<file path="src/rtl/branch_hazard_controller_pkg.sv">
// Shared definitions for the ID-stage branch hazard controller: FSM encoding,
// comparator forwarding selects and a small stall-need helper.
package branch_hazard_controller_pkg;

    typedef enum logic [1:0] {
        RUN     = 2'd0,
        STALL   = 2'd1,
        RESOLVE = 2'd2
    } bhc_state_t;

    localparam logic [1:0] FWD_RF    = 2'b00;
    localparam logic [1:0] FWD_EXMEM = 2'b01;
    localparam logic [1:0] FWD_MEMWB = 2'b10;

    function automatic logic [1:0] max_need(input logic [1:0] a, input logic [1:0] b);
        return (a > b) ? a : b;
    endfunction

endpackage

</file>
<file path="src/rtl/branch_hazard_controller_if.sv">
// Pipeline-side bundle of the branch hazard controller; the pipeline (master)
// drives ID/EX/MEM/WB status, the controller (slave) returns control.
interface branch_hazard_controller_if #(
    parameter int CNT_W = 16
);
    logic [1:0]       id_branch;
    logic             id_jump;
    logic [4:0]       id_rs;
    logic [4:0]       id_rt;
    logic             ex_reg_write;
    logic             ex_mem_read;
    logic [4:0]       ex_rd;
    logic             mem_reg_write;
    logic             mem_mem_read;
    logic [4:0]       mem_rd;
    logic             wb_reg_write;
    logic [4:0]       wb_rd;
    logic             cmp_taken;
    logic             cnt_clear;

    logic             pc_write;
    logic             if_id_write;
    logic             id_ex_bubble;
    logic             if_id_flush;
    logic             pc_sel_branch;
    logic [1:0]       fwd_a;
    logic [1:0]       fwd_b;
    logic [CNT_W-1:0] taken_cnt;
    logic [CNT_W-1:0] stall_cnt;

    modport master (
        output id_branch, id_jump, id_rs, id_rt,
               ex_reg_write, ex_mem_read, ex_rd,
               mem_reg_write, mem_mem_read, mem_rd,
               wb_reg_write, wb_rd, cmp_taken, cnt_clear,
        input  pc_write, if_id_write, id_ex_bubble, if_id_flush,
               pc_sel_branch, fwd_a, fwd_b, taken_cnt, stall_cnt
    );

    modport slave (
        input  id_branch, id_jump, id_rs, id_rt,
               ex_reg_write, ex_mem_read, ex_rd,
               mem_reg_write, mem_mem_read, mem_rd,
               wb_reg_write, wb_rd, cmp_taken, cnt_clear,
        output pc_write, if_id_write, id_ex_bubble, if_id_flush,
               pc_sel_branch, fwd_a, fwd_b, taken_cnt, stall_cnt
    );

endinterface

</file>
<file path="src/rtl/branch_hazard_controller_fwd_sel.sv">
// Per-operand evaluator: picks the comparator forwarding source for one branch
// source register and reports how many stall cycles that operand still needs.
module branch_fwd_sel
    import branch_hazard_controller_pkg::*;
(
    input  logic [4:0] src_reg,
    input  logic       ex_reg_write,
    input  logic       ex_mem_read,
    input  logic [4:0] ex_rd,
    input  logic       mem_reg_write,
    input  logic       mem_mem_read,
    input  logic [4:0] mem_rd,
    input  logic       wb_reg_write,
    input  logic [4:0] wb_rd,
    output logic [1:0] fwd,
    output logic [1:0] stall_need
);
    logic nonzero;

    assign nonzero = (src_reg != 5'd0);

    // A load in EX/MEM has no ALU result yet, so it cannot feed the comparator.
    always_comb begin
        fwd = FWD_RF;
        if (nonzero && mem_reg_write && !mem_mem_read && (mem_rd == src_reg)) begin
            fwd = FWD_EXMEM;
        end else if (nonzero && wb_reg_write && (wb_rd == src_reg)) begin
            fwd = FWD_MEMWB;
        end
    end

    // The youngest producer decides: an EX writer shadows an older MEM load.
    always_comb begin
        stall_need = 2'd0;
        if (nonzero && ex_reg_write && (ex_rd == src_reg)) begin
            stall_need = ex_mem_read ? 2'd2 : 2'd1;
        end else if (nonzero && mem_reg_write && mem_mem_read && (mem_rd == src_reg)) begin
            stall_need = 2'd1;
        end
    end

endmodule

</file>
<file path="src/rtl/branch_hazard_controller.sv">
// ID-stage branch/jump sequencer: stalls for in-flight branch operands, qualifies
// the comparator result, flushes IF/ID and keeps saturating performance counters.
module branch_hazard_controller
    import branch_hazard_controller_pkg::*;
#(
    parameter int CNT_W = 16
) (
    input logic                       clk,
    input logic                       rst_n,
    branch_hazard_controller_if.slave bus
);
    localparam logic [CNT_W-1:0] CNT_ONE = CNT_W'(1);
    localparam logic [CNT_W-1:0] CNT_MAX = '1;

    bhc_state_t       state;
    bhc_state_t       state_next;
    logic             branch_active;
    logic             stall;
    logic             resolve_taken;
    logic             jump_flush;
    logic [1:0]       need_a;
    logic [1:0]       need_b;
    logic [1:0]       need;
    logic [1:0]       fwd_a_raw;
    logic [1:0]       fwd_b_raw;
    logic [CNT_W-1:0] taken_q;
    logic [CNT_W-1:0] stall_q;

    branch_fwd_sel u_fwd_rs (
        .src_reg       (bus.id_rs),
        .ex_reg_write  (bus.ex_reg_write),
        .ex_mem_read   (bus.ex_mem_read),
        .ex_rd         (bus.ex_rd),
        .mem_reg_write (bus.mem_reg_write),
        .mem_mem_read  (bus.mem_mem_read),
        .mem_rd        (bus.mem_rd),
        .wb_reg_write  (bus.wb_reg_write),
        .wb_rd         (bus.wb_rd),
        .fwd           (fwd_a_raw),
        .stall_need    (need_a)
    );

    branch_fwd_sel u_fwd_rt (
        .src_reg       (bus.id_rt),
        .ex_reg_write  (bus.ex_reg_write),
        .ex_mem_read   (bus.ex_mem_read),
        .ex_rd         (bus.ex_rd),
        .mem_reg_write (bus.mem_reg_write),
        .mem_mem_read  (bus.mem_mem_read),
        .mem_rd        (bus.mem_rd),
        .wb_reg_write  (bus.wb_reg_write),
        .wb_rd         (bus.wb_rd),
        .fwd           (fwd_b_raw),
        .stall_need    (need_b)
    );

    assign branch_active = (bus.id_branch != 2'b00) && !bus.id_jump;
    assign need          = branch_active ? max_need(need_a, need_b) : 2'd0;

    // Mealy sequencing; everything is held inactive while reset is asserted.
    always_comb begin
        state_next    = state;
        stall         = 1'b0;
        resolve_taken = 1'b0;
        jump_flush    = 1'b0;
        if (rst_n) begin
            case (state)
                RUN: begin
                    if (bus.id_jump) begin
                        jump_flush = 1'b1;
                    end else if (need != 2'd0) begin
                        stall      = 1'b1;
                        state_next = (need == 2'd2) ? STALL : RESOLVE;
                    end else begin
                        resolve_taken = branch_active && bus.cmp_taken;
                    end
                end
                STALL: begin
                    stall      = 1'b1;
                    state_next = RESOLVE;
                end
                RESOLVE: begin
                    resolve_taken = branch_active && bus.cmp_taken;
                    state_next    = RUN;
                end
                default: state_next = RUN;
            endcase
        end
    end

    assign bus.pc_write      = !stall;
    assign bus.if_id_write   = !stall;
    assign bus.id_ex_bubble  = stall;
    assign bus.if_id_flush   = jump_flush || resolve_taken;
    assign bus.pc_sel_branch = resolve_taken;
    assign bus.fwd_a         = rst_n ? fwd_a_raw : FWD_RF;
    assign bus.fwd_b         = rst_n ? fwd_b_raw : FWD_RF;
    assign bus.taken_cnt     = taken_q;
    assign bus.stall_cnt     = stall_q;

    // Clear beats a same-cycle increment; both counters stick at all-ones.
    always_ff @(posedge clk) begin
        if (!rst_n) begin
            state   <= RUN;
            taken_q <= '0;
            stall_q <= '0;
        end else begin
            state <= state_next;
            if (bus.cnt_clear) begin
                taken_q <= '0;
                stall_q <= '0;
            end else begin
                if (resolve_taken && (taken_q != CNT_MAX)) begin
                    taken_q <= taken_q + CNT_ONE;
                end
                if (stall && (stall_q != CNT_MAX)) begin
                    stall_q <= stall_q + CNT_ONE;
                end
            end
        end
    end

endmodule

</file>
<file path="src/flat_wrapper.sv">
// flat-port wrapper written by rule: the top's interface ports become plain ports
module branch_hazard_controller_flat import branch_hazard_controller_pkg::*;
#(
    parameter int CNT_W = 16
)
  (clk, rst_n, bus_id_branch, bus_id_jump, bus_id_rs, bus_id_rt, bus_ex_reg_write, bus_ex_mem_read, bus_ex_rd, bus_mem_reg_write, bus_mem_mem_read, bus_mem_rd, bus_wb_reg_write, bus_wb_rd, bus_cmp_taken, bus_cnt_clear, bus_pc_write, bus_if_id_write, bus_id_ex_bubble, bus_if_id_flush, bus_pc_sel_branch, bus_fwd_a, bus_fwd_b, bus_taken_cnt, bus_stall_cnt);
  branch_hazard_controller_if #(.CNT_W(CNT_W)) bus_i ();
  input logic clk;
  input logic rst_n;
  input wire logic [$bits(bus_i.id_branch)-1:0] bus_id_branch;
  input wire logic [$bits(bus_i.id_jump)-1:0] bus_id_jump;
  input wire logic [$bits(bus_i.id_rs)-1:0] bus_id_rs;
  input wire logic [$bits(bus_i.id_rt)-1:0] bus_id_rt;
  input wire logic [$bits(bus_i.ex_reg_write)-1:0] bus_ex_reg_write;
  input wire logic [$bits(bus_i.ex_mem_read)-1:0] bus_ex_mem_read;
  input wire logic [$bits(bus_i.ex_rd)-1:0] bus_ex_rd;
  input wire logic [$bits(bus_i.mem_reg_write)-1:0] bus_mem_reg_write;
  input wire logic [$bits(bus_i.mem_mem_read)-1:0] bus_mem_mem_read;
  input wire logic [$bits(bus_i.mem_rd)-1:0] bus_mem_rd;
  input wire logic [$bits(bus_i.wb_reg_write)-1:0] bus_wb_reg_write;
  input wire logic [$bits(bus_i.wb_rd)-1:0] bus_wb_rd;
  input wire logic [$bits(bus_i.cmp_taken)-1:0] bus_cmp_taken;
  input wire logic [$bits(bus_i.cnt_clear)-1:0] bus_cnt_clear;
  output wire logic [$bits(bus_i.pc_write)-1:0] bus_pc_write;
  output wire logic [$bits(bus_i.if_id_write)-1:0] bus_if_id_write;
  output wire logic [$bits(bus_i.id_ex_bubble)-1:0] bus_id_ex_bubble;
  output wire logic [$bits(bus_i.if_id_flush)-1:0] bus_if_id_flush;
  output wire logic [$bits(bus_i.pc_sel_branch)-1:0] bus_pc_sel_branch;
  output wire logic [$bits(bus_i.fwd_a)-1:0] bus_fwd_a;
  output wire logic [$bits(bus_i.fwd_b)-1:0] bus_fwd_b;
  output wire logic [$bits(bus_i.taken_cnt)-1:0] bus_taken_cnt;
  output wire logic [$bits(bus_i.stall_cnt)-1:0] bus_stall_cnt;
  assign bus_i.id_branch = bus_id_branch;
  assign bus_i.id_jump = bus_id_jump;
  assign bus_i.id_rs = bus_id_rs;
  assign bus_i.id_rt = bus_id_rt;
  assign bus_i.ex_reg_write = bus_ex_reg_write;
  assign bus_i.ex_mem_read = bus_ex_mem_read;
  assign bus_i.ex_rd = bus_ex_rd;
  assign bus_i.mem_reg_write = bus_mem_reg_write;
  assign bus_i.mem_mem_read = bus_mem_mem_read;
  assign bus_i.mem_rd = bus_mem_rd;
  assign bus_i.wb_reg_write = bus_wb_reg_write;
  assign bus_i.wb_rd = bus_wb_rd;
  assign bus_i.cmp_taken = bus_cmp_taken;
  assign bus_i.cnt_clear = bus_cnt_clear;
  assign bus_pc_write = bus_i.pc_write;
  assign bus_if_id_write = bus_i.if_id_write;
  assign bus_id_ex_bubble = bus_i.id_ex_bubble;
  assign bus_if_id_flush = bus_i.if_id_flush;
  assign bus_pc_sel_branch = bus_i.pc_sel_branch;
  assign bus_fwd_a = bus_i.fwd_a;
  assign bus_fwd_b = bus_i.fwd_b;
  assign bus_taken_cnt = bus_i.taken_cnt;
  assign bus_stall_cnt = bus_i.stall_cnt;
  branch_hazard_controller #(.CNT_W(CNT_W)) u_core (.clk(clk), .rst_n(rst_n), .bus(bus_i));
endmodule
</file>
<file path="config.mk">
export PLATFORM = sky130hd
export DESIGN_NAME = branch_hazard_controller_flat
export DESIGN_NICKNAME = d
export VERILOG_FILES = /design/src/rtl/branch_hazard_controller_pkg.sv /design/src/rtl/branch_hazard_controller_if.sv /design/src/rtl/branch_hazard_controller_fwd_sel.sv /design/src/rtl/branch_hazard_controller.sv /design/src/flat_wrapper.sv
export SDC_FILE = /design/constraint.sdc
export NUM_CORES = 1
export LEC_CHECK = 0
export ABC_CLOCK_PERIOD_IN_PS = 13800
export BUFFER_PORTS_ARGS = -buffer_cell sky130_fd_sc_hd__buf_2
export CAP_MARGIN = 20
export CORE_UTILIZATION = 50
export CTS_CLUSTER_SIZE = 10
export DETAILED_ROUTE_END_ITERATION = 6
export PLACE_DENSITY = 0.81
export SKIP_LAST_GASP = 1
export SLEW_MARGIN = 20
export SYNTH_ARGS = -nofsm -noshare
export SYNTH_HDL_FRONTEND = slang
export SYNTH_SLANG_ARGS = --single-unit
export TNS_END_PERCENT = 100
</file>
<file path="constraint.sdc">
create_clock -name clk -period 13.8 [get_ports clk]
set_clock_uncertainty 0.15 [all_clocks]
set_input_delay 3.45 -clock clk [delete_from_list [all_inputs] [get_ports clk]]
set_output_delay 3.45 -clock clk [all_outputs]
set_load 0.01 [all_outputs]
</file>
==> results by group <==
Status
  – Outcome: finished, violations left
  – Violated checks: design-rule violations

Drt
  – First DRT Iteration DRCs: around 130
  – DRC Markers: 10
  – Wire length per cell: 13.63 um
  – Final wirelength: around 5600 um
  – Vias/cell: about 5.8
  – Vias: between 2k and 2.5k
  – Pre-Repair DR Iteration Count: 7
  – Post-DRT Antenna Nets: 0

Logic synthesis
  – Syn_area_per_cell: between 8 and 9 um2
  – Post-synth design cell area: between 0.002 and 0.0025 mm2
  – Top cells by area, synth: dfxtp_1 (29%), xnor2_1 (9.3%), nor2_1 (4.6%), xor2_1 (4.1%), a21oi_1 (4.0%)
  – Synth cell count leaders: dfxtp_1 (34), nor2_1 (29), xnor2_1 (25)
  – Register area share after synthesis: around 29%
  – Most numerous cell in the Yosys netlist: dfxtp_1
  – Post-synth ARST share: 0%
  – YS warnings: 0
  – Cells after Synth: 288
  – Synth Flop Type: dfxtp_1
  – Number of synthesized flops with an enable pin: 0
  – #FFs+latches synth: 34
  – Yosys top cell area share: 28.81%
  – Cell variety after synth: 54
  – Mapped Nets: 330
  – Synth area leader: dfxtp_1

Place
  – Cells after DPL: 405
  – GPL Wtd Cong: around 0.85
  – IO buf count: 77
  – Dpl ws: roughly 3800 ps
  – Dpl hpwl: roughly 4300 um

Timing
  – Final setup TNS: 0 ps
  – Fraction of the cycle the final worst path needs: ~73%
  – Max-slew violations: 0
  – Fmax: 99.26 MHz
  – Least-Margin Pin Slew: about 740 ps
  – RSZ-0062 raised after global routing: no
  – Hold violation count in the final report: 0
  – Hold_ws: ~350 ps
  – Slew Limit Headroom: 50.13%
  – Setup violators final: 0
  – PnR worst setup slack: around 3700 ps
  – Final Critical Period: around 10000 ps

Global routing
  – Largest net degree at the start of global routing: 29
  – First-pass GRT wire length: roughly 9200 um
  – Vias in the first global route: 2094
  – Gr ovfl total: 0
  – Initial antenna violation count: 0
  – Total GRT Usage: a little under a quarter

Worst hold path
  – WHS Path Cells: 2
  – HP Start: u_core.bus.taken_cnt[11]
  – Hold Crit Class: reg -> reg
  – Hold endpoint: u_core.bus.taken_cnt[11]

Floorplan
  – Initial Utilization: between 50% and 60%
  – Die area: ~0.005 mm2
  – I/O pin cnt: just under 80
  – Die Y-Extent: 70.74 um
  – Num rows: 24
  – Core Area: between 0.004 and 0.005 mm2
  – Chip width: approximately 70 um

Clock tree
  – Num CTS Buffers: 5
  – # H-tree levels: 2
  – CTS sink count: 34
  – CTS tree: done
  – Post-cts resize count: 0
  – Clock slew at reported path FFs: about 70 ps
  – Postcts setup bufs: 0
  – Clock Path Buffers: 2
  – Clock latency on the worst-skew pair: a little under 300 ps
  – Hold buffers post-CTS: 0
  – Clock Tree Root: clkbuf_8

Finish
  – FILL cells: 392
  – Register Area: ~680 um2
  – Syn-to-layout area delta: 19.60%
  – Fin cells: roughly 410
  – Final nets: around 400
  – Ant diodes: 0
  – Layout cell share with drive strength beyond 1: ~28%
  – Area occupied by multi-input gates: roughly 0.0016 mm2

Critical path
  – Worst EP arrival: ~6500 ps
  – Worst setup EP type: output port
  – Reg2Reg Launch Point: u_core.bus.stall_cnt[4]
  – CP Launch Type: primary input
  – Flop-to-flop setup slack: around 11000 ps
  – Worst setup startpoint: bus_id_rs[0]
  – Reg-to-Reg End: u_core.bus.stall_cnt[11]
  – Worst Path Required: around 10000 ps
  – Worst r2r path cells: 7
  – Crit-path max FO: 4
  – CP Class: in -> out

Pwr
  – Overall power consumption: roughly 0.2 mW
  – Pwr/cell area: roughly 73 mW/mm2
  – VDD IR max: about 36 uV
  – LEAKAGE: ~1.2 nW

Flow run
  – MaxCap Viol Count: 0
==> worst max-delay path, stage by stage <==
cell	delay, ps
buf_2	140
or4_4	540
o211ai_2	230
nor3_1	110
ha_1	320
nor2b_1	140
o21a_1	180
nor4_1	570
nor2_1	150
a31oi_1	270
nor2_1	90
a21o_1	150
buf_2	130
==> flip-flops by register name, summed over array words and instances, names as in the netlist <==
name / count
u_core.bus.taken_cnt: 16
u_core.state: 2
u_core.bus.stall_cnt: 16
==> worst max path at each step <==
stage,cells after the start,slack (ps),to
5_1_grt,15,3490,bus_if_id_flush
4_1_cts,13,3750,bus_if_id_flush
3_5_place_dp,13,3810,bus_if_id_flush
2_1_floorplan,11,4270,bus_if_id_flush
6_report,13,3730,bus_if_id_flush
3_3_place_gp,13,3920,bus_if_id_flush
==> routing by layer <==
metal | GRT usage [%] | wire length, um
met1 | 29.10 | 2576
met2 | 39.21 | 2709
met3 | 3.704 | 306
met4 | 6.000 | 38
met5 | 0 | 0
==> logic make-up after synthesis <==
logic type      share of synthesized area, %
buf+inv                                5.085
simple gates                           27.38
compound gates                         21.45
mux                                    1.271
fa+ha+maj                              2.648
flops                                  28.81
xor+xnor                               13.35
==> layout make-up <==
cell class | instances | share of cell area [%]
Multi-Input combinational cell | 233 | 55.27
Sequential cell | 34 | 24.09
Timing Repair Buffer | 78 | 13.91
Clock buffer | 6 | 2.923
Tap cell | 52 | 2.303
Inverter | 8 | 1.063
Clock inverter | 2 | 0.4429
==> placed cells by master, fill, tap and decap left out, drive strengths merged, types with 3 or more instances in the layout <==
cell,n
nand3,13
ha,5
a41o,5
a31oi,5
mux2i,3
nand2b,3
o211ai,4
or4,9
nor4,5
inv,8
a21oi,21
or3,9
dfxtp,34
nor2,30
clkbuf,6
o31ai,5
buf,78
nand4,8
xnor2,25
a211oi,4
nor3,3
a31o,3
xor2,11
nand2,23
o21ai,11
and3,6
==> power breakdown <==
part	switching (mW)	leakage (nW)	internal (mW)
Combinational	0.0166	0.874	0.0130
Clock	0.0376	0.0472	0.0401
Sequential	0.000121	0.274	0.0982
==> through the flow <==
stage          util, %  instance area [um2]
2_1_floorplan        -                 2362
3_3_place_gp     61.43                 2730
3_5_place_dp     61.43                 2730
4_1_cts          63.57                 2825
5_1_grt          63.57                 2825
6_report         63.57                 2825
Power figures use the tool's default switching activity.
